[src/rtl/axi_interconnect_crossbar_sreq_arbit_pkg.sv]
// ----------------------------------------------------------------------------
// axi_interconnect_defs
//   Shared definitions for the crossbar request-side schedulers.
//   - LOG2        : ceiling log2, used to size counters and index fields
//   - QOS_W       : width of one requester's QoS field
//   - TAG_*       : field layout of the routing tag {grant one-hot, ID}
//   - sreq_state_e: scheduler output-slot state
// ----------------------------------------------------------------------------
package axi_interconnect_defs;

    localparam int QOS_W      = 4;
    localparam int TAG_ID_LSB = 0;

    typedef enum logic {
        ST_IDLE = 1'b0,   // output slot empty
        ST_BUSY = 1'b1    // m_req_valid high, waiting for m_req_ready
    } sreq_state_e;

    // Ceiling log2; LOG2(1) = 0.
    function automatic int LOG2(input int value);
        int r;
        r = 0;
        while ((1 << r) < value) r = r + 1;
        return r;
    endfunction

    // The one-hot grant sits directly above the ID field.
    function automatic int TAG_OH_LSB(input int width_id);
        return width_id;
    endfunction

endpackage

[src/rtl/axi_interconnect_crossbar_sreq_arbit_if.sv]
// ----------------------------------------------------------------------------
// axi_interconnect_crossbar_sreq_arbit_if
//   Bundles the request-scheduler signals of one crossbar slave port.
//   Upstream  : s_req_info / s_req_qos / s_req_valid -> s_req_ready
//   Downstream: m_req_info / m_req_valid <- m_req_ready
//   Completion: resp_done (1-cycle pulse per finished transaction)
//   Tag push  : req_wren / req_id into the response-ordering queue
//   Status    : outstd_cnt (in-flight count), state_dbg (scheduler state)
//   Modports  : slave  = the scheduler itself
//               master = the surrounding requesters / downstream / response side
//
//   Handshake rule for both s_req and m_req: a transfer occurs on a rising
//   clk_sys edge where valid and ready are both high. A source keeps valid and
//   its payload stable until that edge; ready may depend combinationally on
//   valid (s_req_ready does), but valid never depends on ready.
// ----------------------------------------------------------------------------
interface axi_interconnect_crossbar_sreq_arbit_if
    import axi_interconnect_defs::*;
#(
    parameter int NUM_MASTER      = 4,
    parameter int WIDTH_ID        = 4,
    parameter int WIDTH_REQINFO   = 64,
    parameter int NUM_OUTSTANDING = 4
);
    localparam int CNT_W = LOG2(NUM_OUTSTANDING) + 1;

    logic [NUM_MASTER*WIDTH_REQINFO-1:0] s_req_info;
    logic [NUM_MASTER*QOS_W-1:0]         s_req_qos;
    logic [NUM_MASTER-1:0]               s_req_valid;
    logic [NUM_MASTER-1:0]               s_req_ready;
    logic [WIDTH_REQINFO-1:0]            m_req_info;
    logic                                m_req_valid;
    logic                                m_req_ready;
    logic                                resp_done;
    logic                                req_wren;
    logic [NUM_MASTER+WIDTH_ID-1:0]      req_id;
    logic [CNT_W-1:0]                    outstd_cnt;
    sreq_state_e                         state_dbg;

    modport slave (
        input  s_req_info, s_req_qos, s_req_valid, m_req_ready, resp_done,
        output s_req_ready, m_req_info, m_req_valid, req_wren, req_id,
               outstd_cnt, state_dbg
    );

    modport master (
        output s_req_info, s_req_qos, s_req_valid, m_req_ready, resp_done,
        input  s_req_ready, m_req_info, m_req_valid, req_wren, req_id,
               outstd_cnt, state_dbg
    );

endinterface

[src/rtl/axi_interconnect_rr_pick.sv]
// ----------------------------------------------------------------------------
// axi_interconnect_rr_pick
//   Combinational round-robin picker: selects the first asserted request at
//   or after ptr, wrapping modulo N. Shared by the address and W schedulers.
//   req     in  N   request vector
//   ptr     in  PW  round-robin start position (0..N-1)
//   gnt_oh  out N   one-hot grant (zero when no request)
//   gnt_idx out PW  index of the grant
//   gnt_vld out 1   any request present
// ----------------------------------------------------------------------------
module axi_interconnect_rr_pick
    import axi_interconnect_defs::*;
#(
    parameter int N  = 4,
    parameter int PW = (N > 1) ? LOG2(N) : 1
) (
    input  logic [N-1:0]  req,
    input  logic [PW-1:0] ptr,
    output logic [N-1:0]  gnt_oh,
    output logic [PW-1:0] gnt_idx,
    output logic          gnt_vld
);

    // Two passes: first the upper segment [ptr..N-1], then the wrapped
    // segment [0..ptr-1]; the first hit wins.
    always_comb begin
        logic found;
        gnt_oh  = '0;
        gnt_idx = '0;
        found   = 1'b0;
        for (int j = 0; j < N; j++) begin
            if (!found && req[j] && (j >= int'(ptr))) begin
                gnt_oh[j] = 1'b1;
                gnt_idx   = PW'(j);
                found     = 1'b1;
            end
        end
        for (int j = 0; j < N; j++) begin
            if (!found && req[j]) begin
                gnt_oh[j] = 1'b1;
                gnt_idx   = PW'(j);
                found     = 1'b1;
            end
        end
        gnt_vld = found;
    end

endmodule

[src/rtl/axi_interconnect_crossbar_sreq_arbit.sv]
// ----------------------------------------------------------------------------
// axi_interconnect_crossbar_sreq_arbit
//   Request-side scheduler for one crossbar slave port (AR or AW channel).
//   Round-robin arbitrates NUM_MASTER upstream requests onto one registered
//   downstream request, caps in-flight transactions at NUM_OUTSTANDING and
//   pushes a routing tag {grant one-hot, ID} on every accepted grant.
//   Ports:
//     clk_sys  in  system clock
//     rst_n    in  asynchronous active-low reset
//     bus      slave modport of axi_interconnect_crossbar_sreq_arbit_if
//   Build option:
//     AXI_IC_SREQ_QOS_EN - when defined, only valid requesters carrying the
//     highest s_req_qos compete in the round-robin; otherwise s_req_qos is
//     ignored.
// ----------------------------------------------------------------------------
module axi_interconnect_crossbar_sreq_arbit
    import axi_interconnect_defs::*;
#(
    parameter int NUM_MASTER      = 4,
    parameter int WIDTH_ID        = 4,
    parameter int WIDTH_REQINFO   = 64,
    parameter int NUM_OUTSTANDING = 4
) (
    input  logic                                  clk_sys,
    input  logic                                  rst_n,
    axi_interconnect_crossbar_sreq_arbit_if.slave bus
);

    localparam int WIDTH_OUTSTANDING = LOG2(NUM_OUTSTANDING);
    localparam int CNT_W             = WIDTH_OUTSTANDING + 1;
    localparam int PW                = (NUM_MASTER > 1) ? LOG2(NUM_MASTER) : 1;
    localparam int OH_LSB            = TAG_OH_LSB(WIDTH_ID);

    sreq_state_e              state;
    logic [PW-1:0]            rr_ptr;
    logic [PW-1:0]            ptr_next;
    logic [CNT_W-1:0]         cnt;
    logic                     m_valid_q;
    logic [WIDTH_REQINFO-1:0] m_info_q;

    logic [NUM_MASTER-1:0]    cand;
    logic [NUM_MASTER-1:0]    gnt_oh;
    logic [PW-1:0]            gnt_idx;
    logic                     gnt_vld;
    logic                     load;
    logic [WIDTH_REQINFO-1:0] sel_info;

`ifdef AXI_IC_SREQ_QOS_EN
    // Candidates are the valid requesters tied at the highest QoS.
    always_comb begin
        logic [QOS_W-1:0] max_qos;
        max_qos = '0;
        for (int i = 0; i < NUM_MASTER; i++) begin
            if (bus.s_req_valid[i] && (bus.s_req_qos[i*QOS_W +: QOS_W] > max_qos))
                max_qos = bus.s_req_qos[i*QOS_W +: QOS_W];
        end
        cand = '0;
        for (int i = 0; i < NUM_MASTER; i++) begin
            cand[i] = bus.s_req_valid[i] && (bus.s_req_qos[i*QOS_W +: QOS_W] == max_qos);
        end
    end
`else
    logic unused_qos;
    assign unused_qos = ^bus.s_req_qos;
    assign cand       = bus.s_req_valid;
`endif

    axi_interconnect_rr_pick #(
        .N  (NUM_MASTER),
        .PW (PW)
    ) u_rr_pick (
        .req     (cand),
        .ptr     (rr_ptr),
        .gnt_oh  (gnt_oh),
        .gnt_idx (gnt_idx),
        .gnt_vld (gnt_vld)
    );

    // rst_n gates load so nothing is accepted or tagged while reset is held.
    assign load = rst_n && gnt_vld && (cnt < CNT_W'(NUM_OUTSTANDING))
                  && ((state == ST_IDLE) || bus.m_req_ready);

    assign ptr_next = (int'(gnt_idx) == NUM_MASTER - 1) ? '0 : gnt_idx + 1'b1;

    always_comb begin
        sel_info = '0;
        for (int i = 0; i < NUM_MASTER; i++) begin
            if (gnt_oh[i]) sel_info |= bus.s_req_info[i*WIDTH_REQINFO +: WIDTH_REQINFO];
        end
    end

    always_comb begin
        bus.req_id = '0;
        bus.req_id[OH_LSB +: NUM_MASTER]   = gnt_oh;
        bus.req_id[TAG_ID_LSB +: WIDTH_ID] = sel_info[WIDTH_ID-1:0];
    end

    assign bus.s_req_ready = load ? gnt_oh : '0;
    assign bus.req_wren    = load;
    assign bus.m_req_valid = m_valid_q;
    assign bus.m_req_info  = m_info_q;
    assign bus.outstd_cnt  = cnt;
    assign bus.state_dbg   = state;

    always_ff @(posedge clk_sys or negedge rst_n) begin
        if (!rst_n) begin
            state     <= ST_IDLE;
            m_valid_q <= 1'b0;
            m_info_q  <= '0;
            rr_ptr    <= '0;
            cnt       <= '0;
        end else begin
            // A load in BUSY implies m_req_ready, so the old beat leaves as
            // the new one enters the slot.
            if (load) begin
                state     <= ST_BUSY;
                m_valid_q <= 1'b1;
                m_info_q  <= sel_info;
                rr_ptr    <= ptr_next;
            end else if ((state == ST_BUSY) && bus.m_req_ready) begin
                state     <= ST_IDLE;
                m_valid_q <= 1'b0;
            end

            // Simultaneous load and completion cancel; completion at zero
            // is illegal and saturates.
            case ({load, bus.resp_done})
                2'b10:   cnt <= cnt + 1'b1;
                2'b01:   if (cnt != '0) cnt <= cnt - 1'b1;
                default: cnt <= cnt;
            endcase
        end
    end

    resp_done_underflow: assert property (
        @(posedge clk_sys) disable iff (!rst_n) !(bus.resp_done && (cnt == '0))
    );

endmodule

[src/flat_wrapper.sv]
// flat-port wrapper written by rule: the top's interface ports become plain ports
module axi_interconnect_crossbar_sreq_arbit_flat import axi_interconnect_defs::*;
#(
    parameter int NUM_MASTER      = 4,
    parameter int WIDTH_ID        = 4,
    parameter int WIDTH_REQINFO   = 64,
    parameter int NUM_OUTSTANDING = 4
)
  (clk_sys, rst_n, bus_s_req_info, bus_s_req_qos, bus_s_req_valid, bus_m_req_ready, bus_resp_done, bus_s_req_ready, bus_m_req_info, bus_m_req_valid, bus_req_wren, bus_req_id, bus_outstd_cnt, bus_state_dbg);
  axi_interconnect_crossbar_sreq_arbit_if #(.NUM_MASTER(NUM_MASTER), .WIDTH_ID(WIDTH_ID), .WIDTH_REQINFO(WIDTH_REQINFO), .NUM_OUTSTANDING(NUM_OUTSTANDING)) bus_i ();
  input  logic clk_sys;
  input  logic rst_n;
  input wire logic [$bits(bus_i.s_req_info)-1:0] bus_s_req_info;
  input wire logic [$bits(bus_i.s_req_qos)-1:0] bus_s_req_qos;
  input wire logic [$bits(bus_i.s_req_valid)-1:0] bus_s_req_valid;
  input wire logic [$bits(bus_i.m_req_ready)-1:0] bus_m_req_ready;
  input wire logic [$bits(bus_i.resp_done)-1:0] bus_resp_done;
  output wire logic [$bits(bus_i.s_req_ready)-1:0] bus_s_req_ready;
  output wire logic [$bits(bus_i.m_req_info)-1:0] bus_m_req_info;
  output wire logic [$bits(bus_i.m_req_valid)-1:0] bus_m_req_valid;
  output wire logic [$bits(bus_i.req_wren)-1:0] bus_req_wren;
  output wire logic [$bits(bus_i.req_id)-1:0] bus_req_id;
  output wire logic [$bits(bus_i.outstd_cnt)-1:0] bus_outstd_cnt;
  output wire logic [$bits(bus_i.state_dbg)-1:0] bus_state_dbg;
  assign bus_i.s_req_info = bus_s_req_info;
  assign bus_i.s_req_qos = bus_s_req_qos;
  assign bus_i.s_req_valid = bus_s_req_valid;
  assign bus_i.m_req_ready = bus_m_req_ready;
  assign bus_i.resp_done = bus_resp_done;
  assign bus_s_req_ready = bus_i.s_req_ready;
  assign bus_m_req_info = bus_i.m_req_info;
  assign bus_m_req_valid = bus_i.m_req_valid;
  assign bus_req_wren = bus_i.req_wren;
  assign bus_req_id = bus_i.req_id;
  assign bus_outstd_cnt = bus_i.outstd_cnt;
  assign bus_state_dbg = bus_i.state_dbg;
  axi_interconnect_crossbar_sreq_arbit #(.NUM_MASTER(NUM_MASTER), .WIDTH_ID(WIDTH_ID), .WIDTH_REQINFO(WIDTH_REQINFO), .NUM_OUTSTANDING(NUM_OUTSTANDING)) u_core (.clk_sys(clk_sys), .rst_n(rst_n), .bus(bus_i));
endmodule
[config.mk]
export PLATFORM = sky130hd
export DESIGN_NAME = axi_interconnect_crossbar_sreq_arbit_flat
export DESIGN_NICKNAME = d
export VERILOG_FILES = /design/src/rtl/axi_interconnect_crossbar_sreq_arbit_pkg.sv /design/src/rtl/axi_interconnect_crossbar_sreq_arbit_if.sv /design/src/rtl/axi_interconnect_rr_pick.sv /design/src/rtl/axi_interconnect_crossbar_sreq_arbit.sv /design/src/flat_wrapper.sv
export SDC_FILE = /design/constraint.sdc
export NUM_CORES = 1
export LEC_CHECK = 0
export BUFFER_PORTS_ARGS = -buffer_cell sky130_fd_sc_hd__buf_2
export CAP_MARGIN = 20
export CORE_AREA = 2 2 140 142
export DETAILED_ROUTE_END_ITERATION = 8
export DIE_AREA = 0 0 142 144
export SYNTH_ARGS = -nofsm -noshare
export SYNTH_HDL_FRONTEND = slang
export SYNTH_SLANG_ARGS = --single-unit
[constraint.sdc]
create_clock -name clk_sys -period 2.7 [get_ports clk_sys]
set_input_delay 0.405 -clock clk_sys [delete_from_list [all_inputs] [get_ports clk_sys]]
set_output_delay 0.405 -clock clk_sys [all_outputs]
set_load 0.02 [all_outputs]
==> flow_summary_export.csv, run 1 <==
group,metric,value,unit
pwr,leakage_power,3.43,nW
drt,post_route_ant_nets,0,
global_routing,first_global_vias,6009,
floorplanning,die-width,142,um
floorplanning,die_y,144,um
clocking,h-tree-depth,3,
min_path,holdCritPathClass,"in2reg",
logic_synthesis,yosys.area_share.xor_xnor,0.186,%
timing,final_hold_vio_count,0,
floorplanning,rows,51,
logic_synthesis,synth_top_family_by_area,"compound AO/OA/AOI/OAI gates",
setup_path,worst_path_dominant_cell_family,"compound AO/OA/AOI/OAI gates",
timing,fmax,0.390,GHz
floorplanning,placeable_area,19100,um^2
drt,drt_iter0_markers,467,
timing,setup_viol,0,
timing,maxSlewHeadroom,38.4,%
timing,finalMaxSlewViolations,0,
setup_path,setup.worst_path.class,"reg2out",
finish,final_core_utilization,36.6,%
placed_design,finalWeightedCongestion,0.800,
flow_run,max_cap_violations,0,
floorplanning,design.portCount,362,
logic_synthesis,synth_cell_type_count,34,
setup_path,total_stage_count_of_the_critical_path,5,
pwr,pwrdens,1030,nW/um^2
timing,final_period_minus_worst_setup_slack,2560,ps
timing,part_of_the_cycle_the_worst_path_needs,94.9,%
logic_synthesis,synth_compound_area_share,30.2,%
setup_path,crit_buf_inv,1,
setup_path,worstPathMaxFanout,11,
setup_path,critPathRequiredTime,2300,ps
setup_path,critical-path-max-stage-delay,640,ps
drt,drt_pass_1_iters,5,
placed_design,post-dp-hpwl,15400,um
finish,area_delta_synth_final,47.9,%
global_routing,antenna_found_initial,5,
logic_synthesis,ys_seq_area_share,37.1,%
logic_synthesis,avgSynthCellArea,7.98,um^2
timing,fin_skew,5.28,ps
drt,drc,0,
drt,route.layer.met1.wl,8340,um
setup_path,cp_data_arrival_time,2160,ps
timing,tightestPinTransition,924,ps
drt,wirelength,21600,um
clocking,worst_skew_pair.late_latency,330,ps
status,outcome,"finished, final reports clean",
clocking,clk_pin_slew_worst_paths,60,ps
timing,setup_tns,0,ps
setup_path,critPathCaptureType,"output port",
global_routing,grt_first_pass_wirelength,32600,um
floorplanning,dieArea,20400,um^2
finish,fillCellCount,2065,
clocking,clock_sink_count,70,
logic_synthesis,yosys-mux-area-fraction,0,%
logic_synthesis,synthCells,591,
drt,avgViaCountPerCell,5.39,
logic_synthesis,yosys_warnings,0,
global_routing,overflow,0,
timing,rsz0062_at_grt,"false",
logic_synthesis,synth-simple-area-share,24.5,%
global_routing,grt_use_total,20.1,%
setup_path,crit_path_top_delay_cell,"dfrtp_1",
logic_synthesis,ys_ff_latch,70,
logic_synthesis,mappedNetlistNets,872,
drt,route.vias.total,6166,
global_routing,pin_count_of_the_biggest_net_entering_global_routing,68,
finish,post_route_cells_drive_above_1_share,43.9,%
clocking,clockRootBuffer,"clkbuf_16",
clocking,tritoncts,"done",
placed_design,port_buffers,345,
logic_synthesis,synthAdderAreaFrac,0.424,%
drt,wl_met2,10900,um
finish,nets,1178,
clocking,cts-buffers-inserted,9,
clocking,clock_tree.buffer_depth,2,
setup_path,critPathLaunchType,"flip-flop",
drt,detail_route.wl_per_cell,18.9,um
drt,uppermost_signal_routing_layer_after_detailed_routing,"met4",
setup_path,worstPathCellList,"a21oi_1, o211a_2, a22oi_1, nand3_1, buf_2",
logic_synthesis,mappedNetlistArea,4720,um^2
setup_path,worstRegToRegCells,5,
min_path,holdPathStages,3,
pwr,maximum_resistive_drop_on_vdd,317,uV
drt,met3_length,1900,um
floorplanning,start_util,24.7,%
## sequential cells by signal, summed over array words and instances (netlist names)
name / cells
u_core.bus.m_req_info: 64
u_core.bus.outstd_cnt: 3
u_core.rr_ptr: 2
u_core.bus.state_dbg: 1
## final timing paths
path / startpoint / end / slack [ps]
worst max-delay path: u_core.rr_ptr[1]$_DFFE_PN0N_ / bus_req_id[0] / 140
worst min-delay path: bus_s_req_info[148] / u_core.bus.m_req_info[20]$_DFFE_PN0N_ / 350
worst max register to register: u_core.rr_ptr[0]$_DFFE_PN0N_ / u_core.bus.m_req_info[26]$_DFFE_PN0N_ / 500
worst min register to register: u_core.bus.m_req_info[42]$_DFFE_PN0N_ / u_core.bus.m_req_info[42]$_DFFE_PN0N_ / 540
max in group asynchronous: rst_n / u_core.bus.m_req_info[35]$_DFFE_PN0N_ / 1200
min in group asynchronous: rst_n / u_core.bus.m_req_info[15]$_DFFE_PN0N_ / 400
## layout by cell type (no fill, tap or decap), types with 2 or more instances in the layout
master and n:
a22oi_1 65, dfrtp_1 70, and2_1 4, and3_1 67
nor2_1 65, diode_2 5, nor2b_1 3, nand2b_1 3
buf_2 344, o21ai_0 4, nand3_1 72, or3_1 2
nand2_1 6, clkbuf_16 9, a31oi_1 128, buf_4 27
inv_1 3, clkbuf_8 3, a21oi_1 4
## per-layer routing
metal,GRT usage [%],up-vias
met1,23.8,2924
met2,35.3,329
met4,6.00,0
met5,0,-
li1,-,2885
met3,6.03,28
## synth_stat cells
library cell    n  area (um^2)
nor2b_1         3         18.8
or3_1           2         12.5
buf_2          11         55.1
buf_4           9         67.6
clkbuf_1       57          214
a22oi_1        65          488
or4_4           1         11.3
nand2_1         6         22.5
o211a_1         1         10.0
a21bo_2         1         10.0
o31ai_1         1         7.51
nand3_1        72          360
o21ai_0         4         20.0
a221o_1         1         10.0
buf_1           2         7.51
inv_1           3         11.3
nor3_1          1         5.00
nand2b_1        3         18.8
and3_1         67          419
a21oi_1         4         20.0
nor2_1         65          244
a211o_1         1         8.76
fa_1            1         20.0
o21bai_1        1         7.51
o221ai_1        1         8.76
inv_2           1         3.75
and2_1          4         25.0
o211ai_1        1         7.51
dfrtp_1        70         1750
xnor2_1         1         8.76
o311ai_1        1         8.76
a2111oi_2       1         15.0
a31oi_1       128          801
nand3_4         1         17.5
## repair_timing
action | CTS | global route
setup buffers | 0 | 2
gates resized for setup | 0 | 0
endpoints found under the hold margin | 3 | 0
endpoints found under the setup margin | 0 | 6
hold buffers | 1 | 0
## kinds of logic (layout without fill, tap and decap cells)
kind of cell	count (synthesis)	in the layout
and+or+nand+nor	225	225
AOI/OAI and AO/OA	211	212
buffers and inverters	83	391
DFF	70	70
adders and majority gates	1	1
xor gates and xnor gates	1	1
other	0	5
## per-stage QoR
step / total power [mW] / setup WS, ps / hold WS [ps] / std cells / area, um^2
6_report: 7.16 / 139 / 346 / 1143 / 6970
5_1_grt: 7.68 / 14.8 / 336 / 1140 / 6970
4_1_cts: 7.11 / 35.1 / 329 / 1135 / 6920
3_5_place_dp: 5.94 / 282 / 204 / 1120 / 6630
3_3_place_gp: 5.91 / 284 / 204 / 1120 / 6630
2_1_floorplan: 4.45 / 294 / 109 / 591 / 4720
## tightest hold or removal path, cell delays in order
cell and delay [ps]:
buf_2 100, nand3_1 70, a31oi_1 70
## final cells by class
| cell class | count | area [um^2] | area share (%) |
|---|---|---|---|
| multi-input combinational | 439 | 2670 | 38.2 |
| timing repair buffer | 373 | 1950 | 28.0 |
| sequential | 70 | 1750 | 25.1 |
| tap | 238 | 298 | 4.27 |
| clock buffer | 13 | 270 | 3.88 |
| inverter | 4 | 15.0 | 0.215 |
| antenna | 5 | 12.5 | 0.179 |
| clock inverter | 1 | 5.00 | 0.0718 |
## report_power, final
part	internal (mW)	switching, mW	total (mW)
clock network	0.687	0.454	1.14
logic	1.44	2.64	4.08
registers	1.58	0.351	1.93
total	3.71	3.45	7.16
(Power assumes the default switching activity.)
==> inputs of run 2 (changes only) <==
--- a/config.mk
+++ b/config.mk
@@ -8,6 +8,7 @@
 export BUFFER_PORTS_ARGS = -buffer_cell sky130_fd_sc_hd__buf_2
 export CAP_MARGIN = 20
 export CORE_AREA = 2 2 140 142
+export CTS_CLUSTER_SIZE = 40
 export DETAILED_ROUTE_END_ITERATION = 8
 export DIE_AREA = 0 0 142 144
 export SYNTH_ARGS = -nofsm -noshare
==> constraint.sdc (replaced) <==
create_clock -name clk_sys -period 3.1 [get_ports clk_sys]
set_input_delay 0.465 -clock clk_sys [delete_from_list [all_inputs] [get_ports clk_sys]]
set_output_delay 0.465 -clock clk_sys [all_outputs]
set_load 0.02 [all_outputs]
==> run 2 against run 1 <==
Critical path depth stayed put. Register-to-register slack improved by 30 ps. Die area unchanged. Setup slack better by 89 ps. Clock skew is essentially flat. Core utilization decreased by 0.39 points. Critical endpoint is now bus_req_id[3]. Largest power group unchanged.
==> flow_summary_export.csv, run 2 (synthesis results as in run 1) <==
group,metric,value,unit
clocking,h-tree-depth,3,
clocking,clock_tree.buffer_depth,2,
setup_path,critPathLaunchType,"flip-flop",
clocking,clk_pin_slew_worst_paths,60,ps
pwr,relative_contribution_of_combinational_cells_to_total_power,56.5,%
timing,setup_viol,0,
timing,final_period_minus_worst_setup_slack,2870,ps
clocking,clockRootBuffer,"clkbuf_16",
placed_design,finalWeightedCongestion,0.808,
global_routing,overflow,0,
setup_path,setup.worst_path.class,"reg2out",
finish,final_cell_area,6900,um^2
placed_design,post-dp-hpwl,15200,um
finish,post_route_cells_drive_above_1_share,43.5,%
pwr,power.switching,2.96,mW
global_routing,grt_first_pass_wirelength,31600,um
floorplanning,die-width,142,um
finish,layout.cells.most_common,"buf_2",
status,outcome,"finished, final reports clean",
floorplanning,design.portCount,362,
drt,detail_route.wl_per_cell,18.7,um
pwr,pwrdens,887,nW/um^2
timing,finalMaxSlewViolations,0,
floorplanning,start_util,24.7,%
timing,rsz0062_at_grt,"false",
finish,most-common-layout-cells,"344 x buf_2, 128 x a31oi_1, 72 x nand3_1",
global_routing,antenna_found_initial,2,
setup_path,worst_path_most_repeated_cell,"nand3_1",
placed_design,port_buffers,345,
finish,final_core_utilization,36.2,%
pwr,pwr-share-clk,16.3,%
timing,tightestPinTransition,1090,ps
drt,drc,0,
finish,area_delta_synth_final,46.3,%
timing,setup_tns,0,ps
setup_path,critical-path-max-stage-delay,840,ps
drt,avgViaCountPerCell,5.44,
flow_run,max_cap_violations,0,
pwr,power.share.sequential,27.2,%
floorplanning,placeable_area,19100,um^2
clocking,worst_skew_pair.late_latency,340,ps
clocking,cts-buffers-inserted,9,
finish,nets,1172,
finish,fillCellCount,2061,
timing,fmax,0.348,GHz
setup_path,cp_data_arrival_time,2410,ps
pwr,maximum_resistive_drop_on_vdd,272,uV
pwr,sw_share,48.3,%
clocking,tritoncts,"done",
setup_path,worstPathMaxFanout,37,
floorplanning,rows,51,
timing,setup_slack,228,ps
drt,post_route_ant_nets,0,
pwr,power_report.internal_total,3.16,mW
drt,route.vias.total,6168,
timing,fin_skew,5.28,ps
global_routing,pin_count_of_the_biggest_net_entering_global_routing,68,
setup_path,crit_path_top_delay_cell,"o221ai_4",
placed_design,place_ws,443,ps
min_path,holdCritPathClass,"in2reg",
timing,final_hold_vio_count,0,
finish,largest_register_ff_count,64,
clocking,clock_sink_count,70,
setup_path,setup.reg_to_reg.worst_slack,530,ps
setup_path,worstPathCellList,"nand2b_1, o221ai_4, nand3_1, nand3_1, buf_2",
timing,part_of_the_cycle_the_worst_path_needs,92.6,%
drt,drt_iter0_markers,506,
placed_design,place_area,6610,um^2
clocking,post_cts_buffers,0,
setup_path,critPathRequiredTime,2630,ps
floorplanning,dieArea,20400,um^2
pwr,leakage_power,3.40,nW
timing,maxSlewHeadroom,27.4,%
floorplanning,die_y,144,um
global_routing,grt_use_total,19.7,%
setup_path,critPathCaptureType,"output port",
global_routing,first_global_vias,5741,
drt,drt_pass_1_iters,7,
drt,wirelength,21200,um
run 2: changes by cell type in the layout (fill, tap and decap cells not counted):
cell / before / now
buf_12: 1 / 0
buf_4: 27 / 23
diode_2: 5 / 1
o221ai_2: 1 / 0
run 2: metrics by stage:
step	cells	total power, mW	hold slack, ps
floorplan	591	3.88	169
global placement	1117	5.10	264
detailed placement	1117	5.14	265
CTS	1132	6.15	386
global route	1132	6.53	402
finish	1133	6.12	399
run 2: what timing repair did:
| item | in CTS | in global routing |
|---|---|---|
| hold endpoints to repair | 3 | 0 |
| endpoints found under the setup margin | 0 | 0 |
| hold buffers | 1 | 0 |
| gates resized for setup | 0 | 0 |
run 2: routing by layer:
metal  track usage (%)  share of wire (%)  vias to the layer above
met2              34.1                 50                      304
met3              3.64                7.0                       30
met1              24.5                 41                     2968
li1                  -                  -                     2866
met5                 0                  0                        -
met4              7.37                2.2                        0
run 2: final cells by class:
class	instances	area, um^2	share of cell area (%)
multi-input cells	438	2650	38.4
repair buffers	368	1900	27.6
flip-flops and latches	70	1750	25.4
well taps	238	298	4.32
clock buffers	13	270	3.92
inverters	4	15.0	0.218
clock inverters	1	5.00	0.0725
diodes	1	2.50	0.0363
run 2: power groups by stage:
| stage | clock, mW | combinational (mW) | sequential [mW] |
|---|---|---|---|
| after floorplan | 0 | 1.68 | 2.19 |
| after global placement | 0 | 3.44 | 1.66 |
| after detailed placement | 0 | 3.47 | 1.67 |
| after CTS | 1.02 | 3.47 | 1.66 |
| after global routing | 1.05 | 3.75 | 1.72 |
| final | 0.996 | 3.46 | 1.66 |
run 2: final timing paths:
path | to | from | cells past startpoint
min in group asynchronous | u_core.bus.m_req_info[15]$_DFFE_PN0N_ | rst_n | 2
max in group asynchronous | u_core.bus.m_req_info[48]$_DFFE_PN0N_ | rst_n | 3
hold / removal | u_core.bus.m_req_info[21]$_DFFE_PN0N_ | bus_s_req_info[149] | 3
hold reg to reg | u_core.bus.m_req_info[42]$_DFFE_PN0N_ | u_core.bus.m_req_info[42]$_DFFE_PN0N_ | 2
setup / recovery | bus_req_id[3] | u_core.rr_ptr[1]$_DFFE_PN0N_ | 5
setup reg to reg | u_core.bus.m_req_info[34]$_DFFE_PN0N_ | u_core.rr_ptr[1]$_DFFE_PN0N_ | 5
run 2: critical path: cells and delay by family (launching register included):
| family | cells | cell delay, ps |
|---|---|---|
| AO/OA/AOI/OAI | 1 | 840 |
| flip-flops | 1 | 560 |
| AND/OR/NAND/NOR | 3 | 460 |
| buffers and inverters | 1 | 190 |
